File: src/rtl/alu_pipe.sv
// alu_pipe: parametrised registered ALU with valid/ready handshakes.
// Single-cycle ops retire one cycle after accept; MUL runs a WIDTH-step
// shift-add loop. Results and flags are held in OUT until the consumer
// accepts them.
module alu_pipe #(
    parameter int WIDTH = 8,
    parameter int SHW   = $clog2(WIDTH) + 1
) (
    input  logic             clk,
    input  logic             rst_n,
    input  logic             in_valid,
    output logic             in_ready,
    input  logic [2:0]       op,
    input  logic [WIDTH-1:0] a,
    input  logic [WIDTH-1:0] b,
    output logic             out_valid,
    input  logic             out_ready,
    output logic [WIDTH-1:0] y,
    output logic             carry,
    output logic             zero,
    output logic             neg,
    output logic             ovf,
    output logic             busy
);
    typedef enum logic [1:0] {IDLE, MUL, OUT} state_t;

    localparam logic [2:0] OP_ADD = 3'd0;
    localparam logic [2:0] OP_SUB = 3'd1;
    localparam logic [2:0] OP_AND = 3'd2;
    localparam logic [2:0] OP_OR  = 3'd3;
    localparam logic [2:0] OP_XOR = 3'd4;
    localparam logic [2:0] OP_SHL = 3'd5;
    localparam logic [2:0] OP_SHR = 3'd6;
    localparam logic [2:0] OP_MUL = 3'd7;

    state_t             state;
    logic [2*WIDTH-1:0] mcand, acc, acc_n;
    logic [WIDTH-1:0]   mplier;
    logic [SHW-1:0]     cnt;
    logic               accept;

    logic [WIDTH:0]     sum, diff;
    logic [2*WIDTH-1:0] shl_w, shr_w;
    logic [WIDTH-1:0]   r_y;
    logic               r_c, r_v;

    // Ready depends only on state and out_ready, never on in_valid.
    assign in_ready = (state == IDLE) | ((state == OUT) & out_ready);
    assign accept   = in_valid & in_ready;

    // One shift-add step: add the shifted multiplicand when the current
    // multiplier LSB is set.
    assign acc_n = acc + (mplier[0] ? mcand : {2*WIDTH{1'b0}});

    // Single-cycle datapath. Shifts are done in a double-width field so the
    // last bit shifted out lands in a fixed position (bit WIDTH for SHL,
    // bit WIDTH-1 for SHR) and out-of-range amounts naturally give zero.
    always_comb begin
        sum   = {1'b0, a} + {1'b0, b};
        diff  = {1'b0, a} - {1'b0, b};
        shl_w = {{WIDTH{1'b0}}, a} << b;
        shr_w = {a, {WIDTH{1'b0}}} >> b;
        r_y   = '0;
        r_c   = 1'b0;
        r_v   = 1'b0;
        case (op)
            OP_ADD: begin
                r_y = sum[WIDTH-1:0];
                r_c = sum[WIDTH];
                r_v = (a[WIDTH-1] == b[WIDTH-1]) & (sum[WIDTH-1] != a[WIDTH-1]);
            end
            OP_SUB: begin
                r_y = diff[WIDTH-1:0];
                r_c = diff[WIDTH];
                r_v = (a[WIDTH-1] != b[WIDTH-1]) & (diff[WIDTH-1] != a[WIDTH-1]);
            end
            OP_AND: r_y = a & b;
            OP_OR:  r_y = a | b;
            OP_XOR: r_y = a ^ b;
            OP_SHL: begin
                r_y = shl_w[WIDTH-1:0];
                r_c = shl_w[WIDTH];
            end
            OP_SHR: begin
                r_y = shr_w[2*WIDTH-1:WIDTH];
                r_c = shr_w[WIDTH-1];
            end
            default: ;
        endcase
    end

    // Control FSM with registered result, flags and status outputs.
    always_ff @(posedge clk or negedge rst_n) begin
        if (!rst_n) begin
            state     <= IDLE;
            out_valid <= 1'b0;
            y         <= '0;
            carry     <= 1'b0;
            zero      <= 1'b0;
            neg       <= 1'b0;
            ovf       <= 1'b0;
            busy      <= 1'b0;
            acc       <= '0;
            mcand     <= '0;
            mplier    <= '0;
            cnt       <= '0;
        end else begin
            case (state)
                MUL: begin
                    acc    <= acc_n;
                    mcand  <= mcand << 1;
                    mplier <= mplier >> 1;
                    if (cnt == SHW'(WIDTH - 1)) begin
                        // Final step: publish the product straight from acc_n.
                        state     <= OUT;
                        busy      <= 1'b0;
                        out_valid <= 1'b1;
                        y         <= acc_n[WIDTH-1:0];
                        carry     <= |acc_n[2*WIDTH-1:WIDTH];
                        zero      <= (acc_n[WIDTH-1:0] == '0);
                        neg       <= acc_n[WIDTH-1];
                        ovf       <= 1'b0;
                    end else begin
                        cnt <= cnt + 1'b1;
                    end
                end
                IDLE, OUT: begin
                    if (accept) begin
                        if (op == OP_MUL) begin
                            state     <= MUL;
                            busy      <= 1'b1;
                            out_valid <= 1'b0;
                            acc       <= '0;
                            mcand     <= {{WIDTH{1'b0}}, a};
                            mplier    <= b;
                            cnt       <= '0;
                        end else begin
                            state     <= OUT;
                            out_valid <= 1'b1;
                            y         <= r_y;
                            carry     <= r_c;
                            zero      <= (r_y == '0);
                            neg       <= r_y[WIDTH-1];
                            ovf       <= r_v;
                        end
                    end else if ((state == OUT) && out_ready) begin
                        // Retire without a follow-on request; keep y/flags.
                        state     <= IDLE;
                        out_valid <= 1'b0;
                    end
                end
                default: state <= IDLE;
            endcase
        end
    end
endmodule

File: config.mk
export PLATFORM = sky130hd
export DESIGN_NAME = alu_pipe
export DESIGN_NICKNAME = d
export VERILOG_FILES = /design/src/rtl/alu_pipe.sv
export SDC_FILE = /design/constraint.sdc
export NUM_CORES = 1
export LEC_CHECK = 0
export CORE_ASPECT_RATIO = 1.4
export CORE_UTILIZATION = 41
export DETAILED_ROUTE_END_ITERATION = 12
export HOLD_SLACK_MARGIN = 0.05
export SYNTH_ARGS = -nofsm -noshare
export SYNTH_HDL_FRONTEND = slang
export SYNTH_SLANG_ARGS = --single-unit
File: constraint.sdc
create_clock -name clk -period 6.4 [get_ports clk]
set_input_delay 0.96 -clock clk [delete_from_list [all_inputs] [get_ports clk]]
set_output_delay 0.96 -clock clk [all_outputs]
set_load 0.01 [all_outputs]
==> results of run 1 <==
## cells in the final DEF (no fill, tap or decap), drive strengths merged, types with 7 or more instances in the layout
master          n
clkbuf         11
nand3          17
xnor2          11
a211oi          7
nor2           27
xor2            9
buf             8
ha             42
nor2b           7
dfrtp          59
o21ai          66
o211ai          8
a21oi          32
and2           18
o31ai           7
nand2          93
nand4           8
o22ai           8
a21o           13
nor3           21
mux2i          25
inv            26
clkdlybuf4s50  36
## sequential cells by signal, summed over array words and instances, names as in the netlist
| name | count |
|---|---|
| mcand | 16 |
| out_valid | 1 |
| zero | 1 |
| state | 2 |
| mplier | 8 |
| y | 8 |
| acc | 16 |
| ovf | 1 |
| cnt | 4 |
| carry | 1 |
| busy | 1 |
## power groups by stage
stage,clock network [mW],registers [mW],logic (mW)
5_1_grt,0.495,0.638,0.751
6_report,0.476,0.616,0.665
4_1_cts,0.483,0.619,0.670
3_5_place_dp,0,0.623,0.666
3_3_place_gp,0,0.618,0.653
2_1_floorplan,0,0.594,0.459
## final timing paths
path,slack (ns),cells after the start,to,from
min in group asynchronous,0.79,2,mcand[6],rst_n
max,1.78,10,zero,b[1]
max reg2reg,2.87,8,zero,state[0]
max in group asynchronous,5.11,2,y[1],rst_n
min reg2reg,0.48,2,acc[2],acc[2]
min,0.48,2,acc[2],acc[2]
## area by class of cell
type	instances	area [um2]	share of cell area, %
multi-input combinational	499	3380	57.8
sequential	59	1480	25.2
timing repair buffer	44	418	7.13
clock buffer	11	243	4.14
tap	147	184	3.14
inverter	27	101	1.73
clock inverter	5	52.6	0.897
## synthesized netlist by cell type, types with 3 or more instances
library cell  count
a211o_1           3
a211oi_1          7
a21o_1           13
a21oi_1          31
a221oi_1          5
a22oi_1           3
a31oi_1           4
and2_1           18
and3_1            4
buf_2             7
clkbuf_1         22
dfrtp_1          59
fa_1              3
ha_1             42
inv_1            26
mux2_2            5
mux2i_1          25
nand2_1          93
nand2b_1          5
nand3_1          17
nand3b_1          5
nand4_1           8
nor2_1           27
nor2b_1           7
nor3_1           19
o211ai_1          6
o21ai_0          65
o21bai_1          4
o22ai_1           8
o311ai_0          3
o31ai_1           6
or3_1             6
xnor2_1          11
xor2_1            9
## worst min-delay path: stages (launching register included)
cell and delay (ns):
dfrtp_1 0.34, nand2_1 0.05, nand2_1 0.05
## cell families (layout without fill, tap and decap cells)
logic type / after synthesis / count (layout) / share of synthesized area [%]
simple gates: 219 / 219 / 20.7
compound gates: 181 / 181 / 22.8
buf+inv: 62 / 87 / 5.15
flops: 59 / 59 / 28.8
fa+ha+maj: 45 / 45 / 11.4
mux: 34 / 34 / 7.67
xor+xnor: 20 / 20 / 3.42
## metal layers
layer	vias up	track usage, %	part of all wire [%]
met5	-	0	0
met4	0	13.9	5.2
met3	37	3.06	3.1
met2	114	44.9	52
met1	2271	27.1	40
li1	2276	-	-
==> impl_metrics.py, run 1 <==
metrics = {
    "power_and_ir_drop": {
        "p_int_mw": 1.10,
        "p_seq_share_pct": 35.1,
        "combPwrFrac_pct": 37.9,
        "switching_power_mw": 0.652,
        "power_mw": 1.76,
        "swShare_pct": 37.1,
        "pwr-share-clk_pct": 27.1,
        "p_leak_nw": 2.62,
        "powerDensity_mw_per_mm2": 300,
        "vdd_drop_max_uv": 128,
    },
    "synthesis": {
        "syn_avg_cell_area_um2": 8.26,
        "netlist.area_leader.share_pct": 28.8,
        "synthesis.area_mm2": 0.00512,
        "ys_seq_area_share_pct": 28.8,
        "synth_cells": 620,
        "synth_edf_count": 0,
        "ys_types": 68,
        "synth.area.top_cells": "dfrtp_1, ha_1, nand2_1",
        "synth_fp_nets": 688,
        "synth.ff_latch_count": 59,
        "async_reset_ff_share_pct": 100,
        "yosys_warnings": 0,
        "synth_top_area_cell": "dfrtp_1",
        "synth_ff_type": "dfrtp_1",
    },
    "cells_and_area": {
        "final_net_count": 708,
        "drive_gt1_share_pct": 6.67,
        "final_util_pct": 48.8,
        "final_cells": 792,
        "final_cell_area_mm2": 0.00586,
        "area_delta_synth_final_pct": 14.4,
        "fillers": 1206,
        "insertedDiodeCount": 0,
    },
    "clocking": {
        "clk_latency_ns": 0.33,
        "clockBufferDepth": 2,
        "postCtsSetupBuffers": 0,
        "cts_root_buf": "clkbuf_16",
        "clk_pin_slew_ns": 0.05,
        "h-tree-depth": 3,
        "cts.sinks": 59,
        "numCtsBuffers": 9,
        "ctsResizeCount": 0,
        "hold_buffers": 0,
        "tritoncts": "done",
    },
    "timing": {
        "maxSlewViolCount": 0,
        "skew_ns": 0.00761,
        "layout_setup_ws_ns": 1.78,
        "slew_headroom_pct": 23.4,
        "tightest_slew_ns": 1.15,
        "setup-violations-final": 0,
        "timing.fmax_mhz": 217,
        "rsz0062_at_grt": "no",
        "final-hold-violation-count": 0,
        "fin_crit_sh_pct": 72.1,
        "whs_ns": 0.478,
        "finalSetupTns_ns": 0,
        "finalCriticalPeriod_ns": 4.62,
    },
    "floorplanning": {
        "ios": 38,
        "num_rows": 47,
        "die_area_mm2": 0.0130,
        "initial_utilization_pct": 42.7,
        "core_mm2": 0.0120,
        "die_x_um": 96.5,
        "die_h_um": 134,
    },
    "placement": {
        "port_buffers": 37,
        "dpl.hpwl_um": 11200,
        "placed_cell_area_mm2": 0.00556,
        "routabilityCongestion": 0.963,
        "dp.cells": 776,
        "post-place-ws_ns": 1.51,
    },
    "drt": {
        "vias": 4698,
        "drt_pass1_iterations": 4,
        "drtIter0Drc": 291,
        "finalWirelength_um": 15100,
        "avgRoutedWirePerCell_um": 19.1,
        "drc_errors": 0,
        "vias_per_cell": 5.93,
        "postRouteAntennaNets": 0,
    },
    "setup_path": {
        "worst-path-max-fanout": 23,
        "path_delay_family": "buffers and inverters",
        "slowest_delay_ns": 1.05,
        "crit_arrival_ns": 4.85,
        "required_ns": 6.64,
        "worstPathCellList": "clkdlybuf4s50_1 > clkinv_1 > fa_1 > a21o_1 > a21oi_1 > o211ai_1 > a221oi_2 > nand3_1 > or4_4 > o31ai_2",
        "endpoint_kind": "register",
        "cp_slowest_cell": "clkdlybuf4s50_1",
        "critPathBufInv": 2,
        "start_kind": "input pin",
        "path_class": "input pin to register",
    },
    "outcome": {
        "status": "complete, no violations",
    },
    "grt": {
        "grt-ovfl-total": 0,
        "grt_pass1_wl_um": 24400,
        "grtUsageTotal_pct": 24.8,
        "grt_pass1_vias": 4854,
        "grt_antenna_before_repair": 0,
        "grt_max_degree": 60,
    },
    "worst_hold_path": {
        "hp-class": "register to register",
    },
    "flow_run": {
        "maxCapViolCount": 0,
    },
}
Power figures use the tool's default switching activity.
==> run 2: changes to the inputs <==
==> constraint.sdc (replaced) <==
create_clock -name clk -period 3.8 [get_ports clk]
set_input_delay 0.57 -clock clk [delete_from_list [all_inputs] [get_ports clk]]
set_output_delay 0.57 -clock clk [all_outputs]
set_load 0.01 [all_outputs]
==> impl_metrics.py, run 2 (synthesis gave the netlist of run 1 again) <==
metrics = {
    "floorplanning": {
        "initial_utilization_pct": 42.7,
        "die_h_um": 134,
        "ios": 38,
        "core_mm2": 0.0120,
        "die_x_um": 96.5,
        "die_area_mm2": 0.0130,
        "num_rows": 47,
    },
    "timing": {
        "skew_ns": 0.00802,
        "slew_headroom_pct": 30.7,
        "fin_crit_sh_pct": 89.9,
        "finalCriticalPeriod_ns": 3.42,
        "tightest_slew_ns": 1.03,
        "rsz0062_at_grt": "no",
        "setup-violations-final": 0,
        "timing.fmax_mhz": 293,
        "whs_ns": 0.425,
        "final-hold-violation-count": 0,
        "finalSetupTns_ns": 0,
        "maxSlewViolCount": 0,
    },
    "grt": {
        "grtUsageTotal_pct": 25.1,
        "grt_pass1_vias": 4783,
        "grt_antenna_before_repair": 0,
        "grt_pass1_wl_um": 24400,
        "grt-ovfl-total": 0,
        "grt_max_degree": 46,
    },
    "setup_path": {
        "endpoint_kind": "register",
        "worst-path-max-fanout": 17,
        "path_class": "register to register",
        "start_kind": "register",
        "reg2reg_slack_ns": 0.38,
        "required_ns": 3.99,
        "crit_arrival_ns": 3.61,
    },
    "power_and_ir_drop": {
        "combPwrFrac_pct": 39.2,
        "p_seq_share_pct": 35.1,
        "switching_power_mw": 1.09,
        "p_leak_nw": 2.71,
        "pwr-share-clk_pct": 25.8,
        "powerDensity_mw_per_mm2": 489,
        "power_mw": 2.94,
        "vdd_drop_max_uv": 238,
        "swShare_pct": 37.3,
        "p_int_mw": 1.84,
    },
    "cells_and_area": {
        "insertedDiodeCount": 0,
        "layout_commonest_cell": "nand2_1",
        "area_delta_synth_final_pct": 17.2,
        "drive_gt1_share_pct": 9.47,
        "fillers": 1197,
        "reg_top3": "acc (16), mcand (16)",
        "final_net_count": 729,
        "most-common-layout-cells": "nand2_1, o21ai_0, dfrtp_1",
    },
    "flow_run": {
        "maxCapViolCount": 0,
    },
    "drt": {
        "drt_pass1_iterations": 5,
        "drc_errors": 0,
        "finalWirelength_um": 15400,
        "vias_per_cell": 5.96,
        "drtIter0Drc": 285,
        "avgRoutedWirePerCell_um": 19.0,
        "vias": 4840,
        "postRouteAntennaNets": 0,
    },
    "clocking": {
        "cts_root_buf": "clkbuf_16",
        "tritoncts": "done",
        "postCtsSetupBuffers": 0,
        "clk_latency_ns": 0.33,
        "clockBufferDepth": 2,
        "numCtsBuffers": 9,
        "ctsResizeCount": 0,
        "hold_buffers": 0,
        "h-tree-depth": 3,
        "clk_pin_slew_ns": 0.05,
        "cts.sinks": 59,
    },
    "placement": {
        "port_buffers": 37,
        "routabilityCongestion": 0.970,
        "dpl.hpwl_um": 11800,
    },
    "worst_hold_path": {
        "hp-class": "input pin to async pin",
    },
    "outcome": {
        "status": "complete, no violations",
    },
}
## run 2: final cells by class
cell class	instances	area, um2	share of cell area (%)
inverters	27	101	1.69
flip-flops and latches	59	1480	24.6
clock inverters	2	10.0	0.167
multi-input cells	499	3380	56.4
repair buffers	65	576	9.59
clock buffers	13	270	4.50
well taps	147	184	3.06
## run 2: per-layer routing
layer,GRT usage (%),wire length (um),vias up
met3,4.02,605,59
met1,26.5,5700,2319
met5,0,0,-
met4,17.8,1110,0
li1,-,-,2318
met2,43.9,7990,144
## run 2: through the flow
| stage | utilization, % | cells | setup slack, ns | instance area, um2 |
|---|---|---|---|---|
| after floorplan | - | 620 | 0.738 | 5120 |
| after global routing | 50.0 | 812 | 0.120 | 6000 |
| final | 50.0 | 812 | 0.383 | 6000 |
| after CTS | 50.0 | 812 | 0.344 | 6000 |
| after global placement | 47.7 | 797 | 0.259 | 5720 |
| after detailed placement | 47.7 | 797 | 0.214 | 5720 |
## run 2: final timing paths
check / cells past startpoint / to / start
hold / removal: 1 / mcand[15] / rst_n
min in group clk: 2 / mplier[6] / mplier[6]
hold reg to reg: 2 / mplier[6] / mplier[6]
max in group asynchronous: 2 / y[7] / rst_n
setup reg to reg: 10 / carry / mplier[0]
setup / recovery: 10 / carry / mplier[0]
## run 2: power groups by stage
stage / sequential, mW / combinational [mW] / clock (mW)
after floorplan: 1.00 / 0.774 / 0
after global placement: 1.03 / 1.12 / 0
after detailed placement: 1.04 / 1.14 / 0
after CTS: 1.03 / 1.15 / 0.764
after global routing: 1.07 / 1.27 / 0.796
final: 1.03 / 1.15 / 0.756
## run 2: worst max-delay path: stages, from the launching register on
cell       delay [ns]
dfrtp_1          0.61
and2_1           0.25
ha_1             0.25
a21oi_1          0.18
o2111ai_1        0.25
o31ai_1          0.53
o311ai_0         0.35
xnor2_1          0.36
nand4_1          0.16
nor3_1           0.24
a31oi_1          0.11
==> run 3: changes to the inputs <==
--- a/config.mk
+++ b/config.mk
@@ -8,6 +8,7 @@
 export CORE_ASPECT_RATIO = 1.4
 export CORE_UTILIZATION = 41
 export DETAILED_ROUTE_END_ITERATION = 12
+export GPL_TIMING_DRIVEN = 1
 export HOLD_SLACK_MARGIN = 0.05
 export SYNTH_ARGS = -nofsm -noshare
 export SYNTH_HDL_FRONTEND = slang
==> results of run 3 <==
No change in the layout: final DEF, timing and power equal those of run 2.
